===== config.mk =====
export PLATFORM = sky130hd
export DESIGN_NAME = hpc3_rand_gen_flat
export DESIGN_NICKNAME = d
export VERILOG_FILES = /design/src/rtl/hpc3_rand_gen_pkg.sv /design/src/rtl/hpc3_rand_gen_if.sv /design/src/rtl/hpc3_rand_gen_lfsr_step_unrolled.sv /design/src/rtl/hpc3_rand_gen.sv /design/src/flat_wrapper.sv
export SDC_FILE = /design/constraint.sdc
export NUM_CORES = 1
export LEC_CHECK = 0
export BUFFER_PORTS_ARGS = -buffer_cell sky130_fd_sc_hd__buf_2
export CAP_MARGIN = 0
export CORE_ASPECT_RATIO = 0.6
export CORE_MARGIN = 1
export CORE_UTILIZATION = 40
export CTS_CLUSTER_DIAMETER = 80
export DETAILED_ROUTE_END_ITERATION = 6
export GPL_TIMING_DRIVEN = 0
export PLACE_DENSITY = 0.52
export SLEW_MARGIN = 10
export SYNTH_ARGS = -nofsm -noshare
export SYNTH_HDL_FRONTEND = slang
export SYNTH_HIERARCHICAL = 1
export SYNTH_SLANG_ARGS = --single-unit

===== constraint.sdc =====
create_clock -name clk -period 2.8 [get_ports clk]
set_input_delay 0.14 -clock clk [delete_from_list [all_inputs] [get_ports clk]]
set_output_delay 0.14 -clock clk [all_outputs]
set_load 0.01 [all_outputs]

===== src/rtl/hpc3_rand_gen_pkg.sv =====
// rtl/hpc3_rand_gen_pkg.sv - shared LFSR constants, FSM encoding and randomness width helpers
package hpc3_rand_gen_pkg;

  localparam int LFSR_W = 128;
  localparam int SEED_W = 32;

  // Feedback taps of the x^128 + x^29 + x^27 + x^2 + 1 Fibonacci LFSR
  localparam int TAP_A = 127;
  localparam int TAP_B = 28;
  localparam int TAP_C = 26;
  localparam int TAP_D = 1;

  typedef enum logic [1:0] {
    ST_LOAD = 2'd0,
    ST_WARM = 2'd1,
    ST_RUN  = 2'd2
  } state_t;

  // Same split the HPC3 gadgets use: r = {r_hi, r_lo}, each half_rnd bits wide
  function automatic int half_rnd(input int order);
    return (order * (order + 1)) / 2;
  endfunction

  function automatic int rnd_w(input int order);
    return 2 * half_rnd(order);
  endfunction

endpackage


===== src/rtl/hpc3_rand_gen_if.sv =====
// rtl/hpc3_rand_gen_if.sv - seed / advance / randomness bundle between producer and HPC3 gadgets
interface hpc3_rand_gen_if
  import hpc3_rand_gen_pkg::*;
#(
  parameter int security_order = 1
);

  localparam int RND_W = rnd_w(security_order);

  logic [SEED_W-1:0] seed_in;
  logic              seed_valid;
  logic              seed_ready;
  logic              en;
  logic [RND_W-1:0]  r;
  logic              r_valid;

  modport master (
    output seed_in,
    output seed_valid,
    output en,
    input  seed_ready,
    input  r,
    input  r_valid
  );

  modport slave (
    input  seed_in,
    input  seed_valid,
    input  en,
    output seed_ready,
    output r,
    output r_valid
  );

endinterface


===== src/rtl/hpc3_rand_gen_lfsr_step_unrolled.sv =====
// rtl/hpc3_rand_gen_lfsr_step_unrolled.sv - combinational STEPS-fold unrolled Fibonacci LFSR update
module lfsr_step_unrolled
  import hpc3_rand_gen_pkg::*;
#(
  parameter int STEPS = 2
) (
  input  logic [LFSR_W-1:0] s,
  output logic [LFSR_W-1:0] s_after
);

  logic [LFSR_W-1:0] acc;

  always_comb begin
    acc = s;
    for (int i = 0; i < STEPS; i++) begin
      acc = {acc[LFSR_W-2:0], acc[TAP_A] ^ acc[TAP_B] ^ acc[TAP_C] ^ acc[TAP_D]};
    end
    s_after = acc;
  end

endmodule


===== src/rtl/hpc3_rand_gen.sv =====
// rtl/hpc3_rand_gen.sv - seeded, warmed-up LFSR producing fresh randomness for HPC3 gadgets
module hpc3_rand_gen
  import hpc3_rand_gen_pkg::*;
#(
  parameter int security_order = 1,
  parameter int WARMUP_CYC     = 16
) (
  input logic            clk,
  input logic            rst_n,
  hpc3_rand_gen_if.slave bus
);

  localparam int RND_W = rnd_w(security_order);

  state_t            state;
  logic [1:0]        wc;
  logic [7:0]        warm_cnt;
  logic [LFSR_W-1:0] s;
  logic [LFSR_W-1:0] s_after;
  logic [LFSR_W-1:0] s_seeded;
  logic [RND_W-1:0]  r_q;
  logic              r_valid_q;
  logic              seed_ready_q;

  lfsr_step_unrolled #(
    .STEPS (RND_W)
  ) u_step (
    .s       (s),
    .s_after (s_after)
  );

  // Next state if the offered word is accepted; the last word also guards against an all-zero seed
  always_comb begin
    s_seeded = s;
    s_seeded[{wc, 5'd0} +: SEED_W] = bus.seed_in;
    if (wc == 2'd3 && s_seeded == '0) begin
      s_seeded[0] = 1'b1;
    end
  end

  always_ff @(posedge clk) begin
    if (!rst_n) begin
      state        <= ST_LOAD;
      wc           <= 2'd0;
      warm_cnt     <= 8'd0;
      s            <= '0;
      r_q          <= '0;
      r_valid_q    <= 1'b0;
      seed_ready_q <= 1'b1;
    end else begin
      case (state)
        ST_LOAD: begin
          if (bus.seed_valid) begin
            s  <= s_seeded;
            wc <= wc + 2'd1;
            if (wc == 2'd3) begin
              state        <= ST_WARM;
              warm_cnt     <= 8'(WARMUP_CYC);
              seed_ready_q <= 1'b0;
            end
          end
        end
        ST_WARM: begin
          s        <= s_after;
          warm_cnt <= warm_cnt - 8'd1;
          if (warm_cnt == 8'd1) begin
            r_q          <= s_after[RND_W-1:0];
            r_valid_q    <= 1'b1;
            seed_ready_q <= 1'b1;
            state        <= ST_RUN;
          end
        end
        ST_RUN: begin
          // A reseed takes priority over an advance; wc is 0 here so the word lands in s[31:0]
          if (bus.seed_valid) begin
            s         <= s_seeded;
            wc        <= wc + 2'd1;
            r_q       <= '0;
            r_valid_q <= 1'b0;
            state     <= ST_LOAD;
          end else if (bus.en) begin
            s   <= s_after;
            r_q <= s_after[RND_W-1:0];
          end
        end
        default: begin
          state <= ST_LOAD;
        end
      endcase
    end
  end

  assign bus.r          = r_q;
  assign bus.r_valid    = r_valid_q;
  assign bus.seed_ready = seed_ready_q;

endmodule

===== src/flat_wrapper.sv =====
// flat-port wrapper written by rule: the top's interface ports become plain ports
module hpc3_rand_gen_flat import hpc3_rand_gen_pkg::*;
#(
  parameter int security_order = 1,
  parameter int WARMUP_CYC     = 16
)
  (clk, rst_n, bus_seed_in, bus_seed_valid, bus_en, bus_seed_ready, bus_r, bus_r_valid);
  hpc3_rand_gen_if #(.security_order(security_order)) bus_i ();
  input logic clk;
  input logic rst_n;
  input wire logic [$bits(bus_i.seed_in)-1:0] bus_seed_in;
  input wire logic [$bits(bus_i.seed_valid)-1:0] bus_seed_valid;
  input wire logic [$bits(bus_i.en)-1:0] bus_en;
  output wire logic [$bits(bus_i.seed_ready)-1:0] bus_seed_ready;
  output wire logic [$bits(bus_i.r)-1:0] bus_r;
  output wire logic [$bits(bus_i.r_valid)-1:0] bus_r_valid;
  assign bus_i.seed_in = bus_seed_in;
  assign bus_i.seed_valid = bus_seed_valid;
  assign bus_i.en = bus_en;
  assign bus_seed_ready = bus_i.seed_ready;
  assign bus_r = bus_i.r;
  assign bus_r_valid = bus_i.r_valid;
  hpc3_rand_gen #(.security_order(security_order), .WARMUP_CYC(WARMUP_CYC)) u_core (.clk(clk), .rst_n(rst_n), .bus(bus_i));
endmodule

==> results.cfg, run 1 <==
[outcome]
run_status = complete, no violations

[route]
detail_route.vias_per_cell = 5.76
route.detailed.wl_per_inst_um = 21.8
ant_nets = 0
detail_route.wirelength_um = 35800
detailedRoute.firstPassIterationCount = 6
drt_drc_violations_left = 0
detailroute.via_count = 9469
initialDrtViolationCount = 1181

[final_layout]
area.growth.synth_to_final_pct = 13.6
fin_cells = 1645
ratio_of_cells_with_drive_above_1_in_the_final_layout_pct = 16.9
design.final.nets = 1371

[clock_network]
tritoncts = done
cts.reportedPaths.clkPinSlew_ps = 60
htree_levels = 4
clockRootBuffer = sky130_fd_sc_hd__clkbuf_16
cts_post_setup_buffers_inserted = 0
cts_sinks = 144
clock_tree.buffer_depth = 2
clock_latency_ps = 460
numCtsBuffers = 17

[floorplan]
starting_utilization_of_the_core_area_pct = 41.4
chipWidth_um = 198
rows = 42
io-pin-count = 40
die_h_um = 120
core_sq_um = 22300
design.die.area_sq_um = 23800

[sta]
timing.hold.ws_ps = 133
max_clock_freq_mhz = 375
postLayoutSetupSlackWorst_ps = 133
post-route-period-util_pct = 95.2
grt_setup_unrepaired = yes
final-setup-viol-count = 0
hold_viol_final = 0
tightestPinTransition_ps = 858
pins_over_their_slew_limit = 0
slew_hr_pct = 42.8
fin_tns_setup_ps = 0
clock_skew_ps = 12.2
finalWorstPathRequiredPeriod_ps = 2670

[worst_setup_path]
critPathCaptureType = register
critical_path_required_ps = 3100
crit_start = u_core/state[0]
worst_r2r_startpoint = u_core/state[0]
reg2reg_to = u_core/s[121]
crit_end = u_core/s[121]
setup.worst_path.start_class = register
timing.critical_path.fanout_max = 10
worst-endpoint-arrival_ps = 2970
r2r_cells = 8
path_class = reg -> reg
worst-r2r-setup-slack_ps = 130

[power]
internal_power_mw = 6.03
swShare_pct = 41.1
pwr_density_cell_nw_per_um2 = 976
power_frac_comb_pct = 44.9
power_frac_clock_pct = 24.2
switching_power_mw = 4.22
irDropWorstVdd_mv = 0.466
power_leakage_nw = 3.97
design_power_mw = 10.3
share_seq_of_total_power_pct = 30.9

[placement]
detail_placement_hpwl_um = 24700
routabilityCongestion = 0.932
pre_cts_ws_ps = -178
port-buffer-count = 39
number_of_placed_cells_counting_well_taps = 1614

[logic_synthesis]
post_synth_num_cell_types = 53
synth_seq_cells = 144
mappedNetlistNets = 1315
postSynthCellCount = 1267
ys_warn_count = 6
synth.avg_cell_area_sq_um = 7.30
mappedNetlistArea_sq_um = 9250
synth_enable_flop_cells = 0
sequential_cell_area_fraction_in_the_yosys_report_pct = 31.2
ys_dominant_reg_cell = sky130_fd_sc_hd__dfxtp_1
synth_async_sr_flop_share_pct = 0

[global_routing]
globalRouteTotalUtil_pct = 31.2
grt_start_max_net_pins = 17
grt_pass1_vias = 8404
wire_length_of_the_first_global_routing_pass_um = 54200
antenna_found_initial = 1
grt_overflow_total = 0

[flow_run]
drv.max_cap_violation_count = 0

[worst_hold_path]
min_path_type = in -> reg
-- cell usage after synthesis, types with 5 or more instances --
cell,number,share of area [%]
sky130_fd_sc_hd__nor3_1,10,0.54
sky130_fd_sc_hd__nor2_1,208,8.4
sky130_fd_sc_hd__o21ai_1,5,0.27
sky130_fd_sc_hd__o21ai_0,71,3.8
sky130_fd_sc_hd__nor4_1,33,2.2
sky130_fd_sc_hd__clkbuf_1,89,3.6
sky130_fd_sc_hd__o211ai_1,64,5.2
sky130_fd_sc_hd__ha_1,12,1.6
sky130_fd_sc_hd__a21oi_1,135,7.3
sky130_fd_sc_hd__nor2b_1,64,4.3
sky130_fd_sc_hd__xnor2_1,9,0.85
sky130_fd_sc_hd__a31oi_1,5,0.34
sky130_fd_sc_hd__a211oi_1,68,5.5
sky130_fd_sc_hd__dfxtp_1,144,31
sky130_fd_sc_hd__inv_1,13,0.53
sky130_fd_sc_hd__a22oi_1,64,5.2
sky130_fd_sc_hd__buf_4,126,10
sky130_fd_sc_hd__buf_1,6,0.24
sky130_fd_sc_hd__nand2b_1,5,0.34
sky130_fd_sc_hd__nand2_1,78,3.2
sky130_fd_sc_hd__nand3_1,8,0.43
-- critical path, cell delays in order (launching register included) --
cell,delay (ps)
sky130_fd_sc_hd__dfxtp_1,380
sky130_fd_sc_hd__inv_1,80
sky130_fd_sc_hd__ha_1,260
sky130_fd_sc_hd__inv_1,120
sky130_fd_sc_hd__a21oi_1,70
sky130_fd_sc_hd__nor2_1,320
sky130_fd_sc_hd__clkbuf_1,570
sky130_fd_sc_hd__buf_1,550
sky130_fd_sc_hd__a211oi_1,160
-- power by group through the flow --
stage               clock network (mW)  registers [mW]  logic, mW
floorplan                            0            2.96       3.37
global placement                     0            3.19       4.43
detailed placement                   0            3.17       4.45
CTS                               2.53            3.14       4.47
global route                      2.61            3.24       5.07
finish                            2.49            3.17       4.60
-- sequential cells by signal (all words and copies together), names as in the netlist --
signal,count
u_core/bus.r,2
u_core/bus.r_valid,1
u_core/bus.seed_ready,1
u_core/s,128
u_core/state,2
u_core/warm_cnt,8
u_core/wc,2
-- how the worst min path moves through the flow --
stage / startpoint / endpoint / slack (ps) / depth (start not counted)
2_1_floorplan: rst_n / u_core/bus.seed_ready / 220 / 1
3_3_place_gp: rst_n / u_core/bus.seed_ready / 390 / 2
3_5_place_dp: rst_n / u_core/bus.seed_ready / 400 / 2
4_1_cts: bus_seed_valid / u_core/state[1] / 100 / 3
5_1_grt: bus_seed_valid / u_core/state[1] / 170 / 3
6_report: bus_seed_valid / u_core/state[1] / 130 / 3
-- layer usage --
| layer | vias up | wire (um) | track usage (%) |
|---|---|---|---|
| met5 | - | 0 | 0.871 |
| met4 | 0 | 800 | 11.2 |
| met3 | 61 | 3520 | 8.43 |
| met2 | 432 | 13700 | 39.9 |
| met1 | 4472 | 17800 | 48.1 |
| li1 | 4504 | - | - |
-- cell usage in the layout, fill, tap and decap left out, types with 3 or more instances in the layout --
master	count
sky130_fd_sc_hd__o21ai_1	4
sky130_fd_sc_hd__nor3_1	10
sky130_fd_sc_hd__or4_1	3
sky130_fd_sc_hd__xnor2_1	9
sky130_fd_sc_hd__xor2_1	4
sky130_fd_sc_hd__dfxtp_1	144
sky130_fd_sc_hd__clkbuf_1	69
sky130_fd_sc_hd__buf_4	127
sky130_fd_sc_hd__buf_1	6
sky130_fd_sc_hd__nand2b_1	5
sky130_fd_sc_hd__nor2b_1	64
sky130_fd_sc_hd__buf_2	42
sky130_fd_sc_hd__a31oi_1	5
sky130_fd_sc_hd__a22oi_1	64
sky130_fd_sc_hd__a211oi_1	68
sky130_fd_sc_hd__nand3_1	8
sky130_fd_sc_hd__o21ai_0	71
sky130_fd_sc_hd__nor4_1	33
sky130_fd_sc_hd__clkinv_2	3
sky130_fd_sc_hd__o41ai_1	4
sky130_fd_sc_hd__ha_1	12
sky130_fd_sc_hd__nand2_1	78
sky130_fd_sc_hd__nor2_1	208
sky130_fd_sc_hd__o211ai_1	64
sky130_fd_sc_hd__clkbuf_16	17
sky130_fd_sc_hd__clkbuf_2	20
sky130_fd_sc_hd__a41oi_1	4
sky130_fd_sc_hd__inv_1	13
sky130_fd_sc_hd__a21oi_1	135
sky130_fd_sc_hd__bufinv_16	4
-- timing repair --
action	in CTS	in global routing
hold buffers	1	0
endpoints found under the setup margin	71	127
endpoints found under the hold margin	1	0
resized for setup	5	38
-- cell type report --
| class | count | area (sq um) |
|---|---|---|
| Antenna cell | 1 | 2.50 |
| Buffer | 222 | 1340 |
| Clock buffer | 22 | 464 |
| Clock inverter | 10 | 159 |
| Fill cell | 2298 | 11800 |
| Inverter | 15 | 56.3 |
| Multi-Input combinational cell | 883 | 5010 |
| Sequential cell | 144 | 2880 |
| Tap cell | 308 | 385 |
| Timing Repair Buffer | 40 | 205 |
-- stage by stage --
stage / cell area [sq um] / util [%]
floorplan: 9250 / -
global placement: 9830 / 44.0
detailed placement: 9830 / 44.0
CTS: 10500 / 46.9
global route: 10500 / 47.0
finish: 10500 / 47.0
-- logic make-up (layout without fill, tap and decap cells) --
kind of cell | count (synthesis) | after routing | share of synthesized area, %
fa+ha+maj | 12 | 12 | 1.62
xor+xnor | 13 | 13 | 1.23
simple gates | 423 | 423 | 21.3
flops | 144 | 144 | 31.2
other cells | 0 | 1 | 0
compound gates | 434 | 434 | 29.7
buf+inv | 240 | 309 | 14.9
mux | 1 | 1 | 0.108
Note: power is estimated with default switching activity, not from simulation.
==> inputs of run 2 (changes only) <==
--- a/config.mk
+++ b/config.mk
@@ -8,12 +8,11 @@
 export BUFFER_PORTS_ARGS = -buffer_cell sky130_fd_sc_hd__buf_2
 export CAP_MARGIN = 0
 export CORE_ASPECT_RATIO = 0.6
-export CORE_MARGIN = 1
-export CORE_UTILIZATION = 40
+export CORE_UTILIZATION = 60
 export CTS_CLUSTER_DIAMETER = 80
 export DETAILED_ROUTE_END_ITERATION = 6
 export GPL_TIMING_DRIVEN = 0
-export PLACE_DENSITY = 0.52
+export PLACE_DENSITY = 0.74
 export SLEW_MARGIN = 10
 export SYNTH_ARGS = -nofsm -noshare
 export SYNTH_HDL_FRONTEND = slang
==> results.cfg, run 2 (synthesized netlist as in run 1, its figures left out) <==
[outcome]
run_status = complete, no violations

[sta]
slew_hr_pct = 47.1
tightestPinTransition_ps = 785
postLayoutSetupSlackWorst_ps = 53.9
clock_skew_ps = 10.8
pins_over_their_slew_limit = 0
max_clock_freq_mhz = 364
grt_setup_unrepaired = no
finalWorstPathRequiredPeriod_ps = 2750
post-route-period-util_pct = 98.1
hold_viol_final = 0
final-setup-viol-count = 0
timing.hold.ws_ps = 160
fin_tns_setup_ps = 0

[worst_setup_path]
setup.worst_path.start_class = register
r2r_cells = 8
worst_path_dominant_cell_family = buffers and inverters
worst-r2r-setup-slack_ps = 50
critPathBufInv = 4
slowest_stage = sky130_fd_sc_hd__clkbuf_1
reg2reg_to = u_core/s[25]
critPathCaptureType = register
crit_chain = inv_1 > ha_1 > inv_1 > a21oi_1 > nor2_1 > clkbuf_1 > clkbuf_1 > a211oi_1
crit_start = u_core/state[1]
critical_path_required_ps = 3070
timing.critical_path.fanout_max = 10
worst-endpoint-arrival_ps = 3010
worst_r2r_startpoint = u_core/state[1]
path_class = reg -> reg
cpPeakStageDelay_ps = 600

[global_routing]
globalRouteTotalUtil_pct = 40.8
wire_length_of_the_first_global_routing_pass_um = 49600
grt_overflow_total = 0
grt_start_max_net_pins = 17
grt_pass1_vias = 8632
antenna_found_initial = 0

[final_layout]
most_flop_heavy_register = u_core/s
layout_common_cells = 208 x sky130_fd_sc_hd__nor2_1, 143 x sky130_fd_sc_hd__dfxtp_1, 135 x sky130_fd_sc_hd__a21oi_1
commonest_non_fill_non_tap_cell_in_the_layout = sky130_fd_sc_hd__nor2_1
fin_util_pct = 70.2
layout_top_registers = u_core/s: 128 flops, u_core/warm_cnt: 8 flops
num_antenna_cells = 0
area.growth.synth_to_final_pct = 12.1
largest_reg_flops = 128
design.final.nets = 1373
ratio_of_cells_with_drive_above_1_in_the_final_layout_pct = 16.8

[worst_hold_path]
worst_hold_path.endpoint = u_core/state[1]
min_path_type = in -> reg
cell_depth_of_the_worst_hold_path = 3
min-delay-start = bus_seed_valid

[power]
share_seq_of_total_power_pct = 30.8
power_frac_clock_pct = 24.6
irDropWorstVdd_mv = 0.541
internal_power_mw = 6.08
power_frac_comb_pct = 44.5
pwr_density_cell_nw_per_um2 = 988
swShare_pct = 40.7
power_leakage_nw = 3.97
switching_power_mw = 4.17

[floorplan]
die_h_um = 98.2
starting_utilization_of_the_core_area_pct = 62.7
rows = 34
chipWidth_um = 162
core_sq_um = 14800
io-pin-count = 40
design.die.area_sq_um = 15900

[route]
drt_drc_violations_left = 0
initialDrtViolationCount = 1818
detail_route.wirelength_um = 32400
ant_nets = 0
detailedRoute.firstPassIterationCount = 7
route.detailed.wl_per_inst_um = 21.2
detailroute.via_count = 9854
detail_route.vias_per_cell = 6.42

[clock_network]
cts_post_setup_buffers_inserted = 0
clock_tree.buffer_depth = 2
htree_levels = 4
clock_latency_ps = 430
tritoncts = done
cts_sinks = 144
clockRootBuffer = sky130_fd_sc_hd__clkbuf_16
cts.reportedPaths.clkPinSlew_ps = 60
numCtsBuffers = 17

[placement]
pre_cts_ws_ps = -42.7
port-buffer-count = 39
routabilityCongestion = 1.00
detail_placement_hpwl_um = 21900

[flow_run]
drv.max_cap_violation_count = 0
[run 2: changes by cell type in the layout (fill, tap and decap cells not counted), moves of 2 or more]
| cell | before | now |
|---|---|---|
| sky130_fd_sc_hd__inv_6 | 0 | 3 |
| sky130_fd_sc_hd__buf_2 | 42 | 44 |
| sky130_fd_sc_hd__clkbuf_1 | 69 | 71 |
| sky130_fd_sc_hd__clkbuf_2 | 20 | 16 |
| sky130_fd_sc_hd__clkbuf_8 | 2 | 0 |
[run 2: power by group through the flow]
stage / Clock, mW / Combinational [mW] / Sequential [mW]
finish: 2.52 / 4.56 / 3.16
global route: 2.62 / 4.94 / 3.22
CTS: 2.53 / 4.37 / 3.12
detailed placement: 0 / 4.33 / 3.15
global placement: 0 / 4.27 / 3.15
floorplan: 0 / 3.37 / 2.96
[run 2: worst min-delay path: cells and delay by family]
family / cells / cell delay, ps
AOI/OAI and AO/OA: 2 / 250
buffers and inverters: 1 / 140
[run 2: area by class of cell]
class                           instances  area, sq um
Inverter                               15         56.3
Buffer                                224         1340
Clock buffer                           17          425
Multi-Input combinational cell        883         5000
Fill cell                            1270         4390
Clock inverter                         13          210
Tap cell                              198          248
Timing Repair Buffer                   40          205
Sequential cell                       144         2880
[run 2: how the worst max path moves through the flow]
| stage | to | slack [ps] | cells after the start |
|---|---|---|---|
| finish | u_core/s[25] | 50 | 8 |
| global route | u_core/s[103] | 6 | 10 |
| CTS | u_core/s[72] | 30 | 11 |
| detailed placement | u_core/s[29] | -40 | 10 |
| global placement | u_core/s[28] | -70 | 10 |
| floorplan | u_core/s[0] | 370 | 9 |
[run 2: routing by layer]
metal  wire [um]  vias up  GRT usage [%]
met2       12400      676           53.6
met1       13700     4516           58.4
met4        1420        2           17.3
li1            -     4520              -
met5          49        -           2.73
met3        4820      140           15.0
[run 2: timing repair]
item | 4_1_cts | 5_1_grt
gates resized for setup | 2 | 35
hold buffers | 1 | 0
hold endpoints to repair | 1 | 0
endpoints found under the setup margin | 14 | 101
[run 2: per-stage QoR]
stage,std cells,area (sq um),power (mW)
floorplan,1267,9250,6.34
CTS,1535,10300,10.0
global placement,1504,9690,7.42
global route,1534,10400,10.8
finish,1534,10400,10.2
detailed placement,1504,9690,7.48
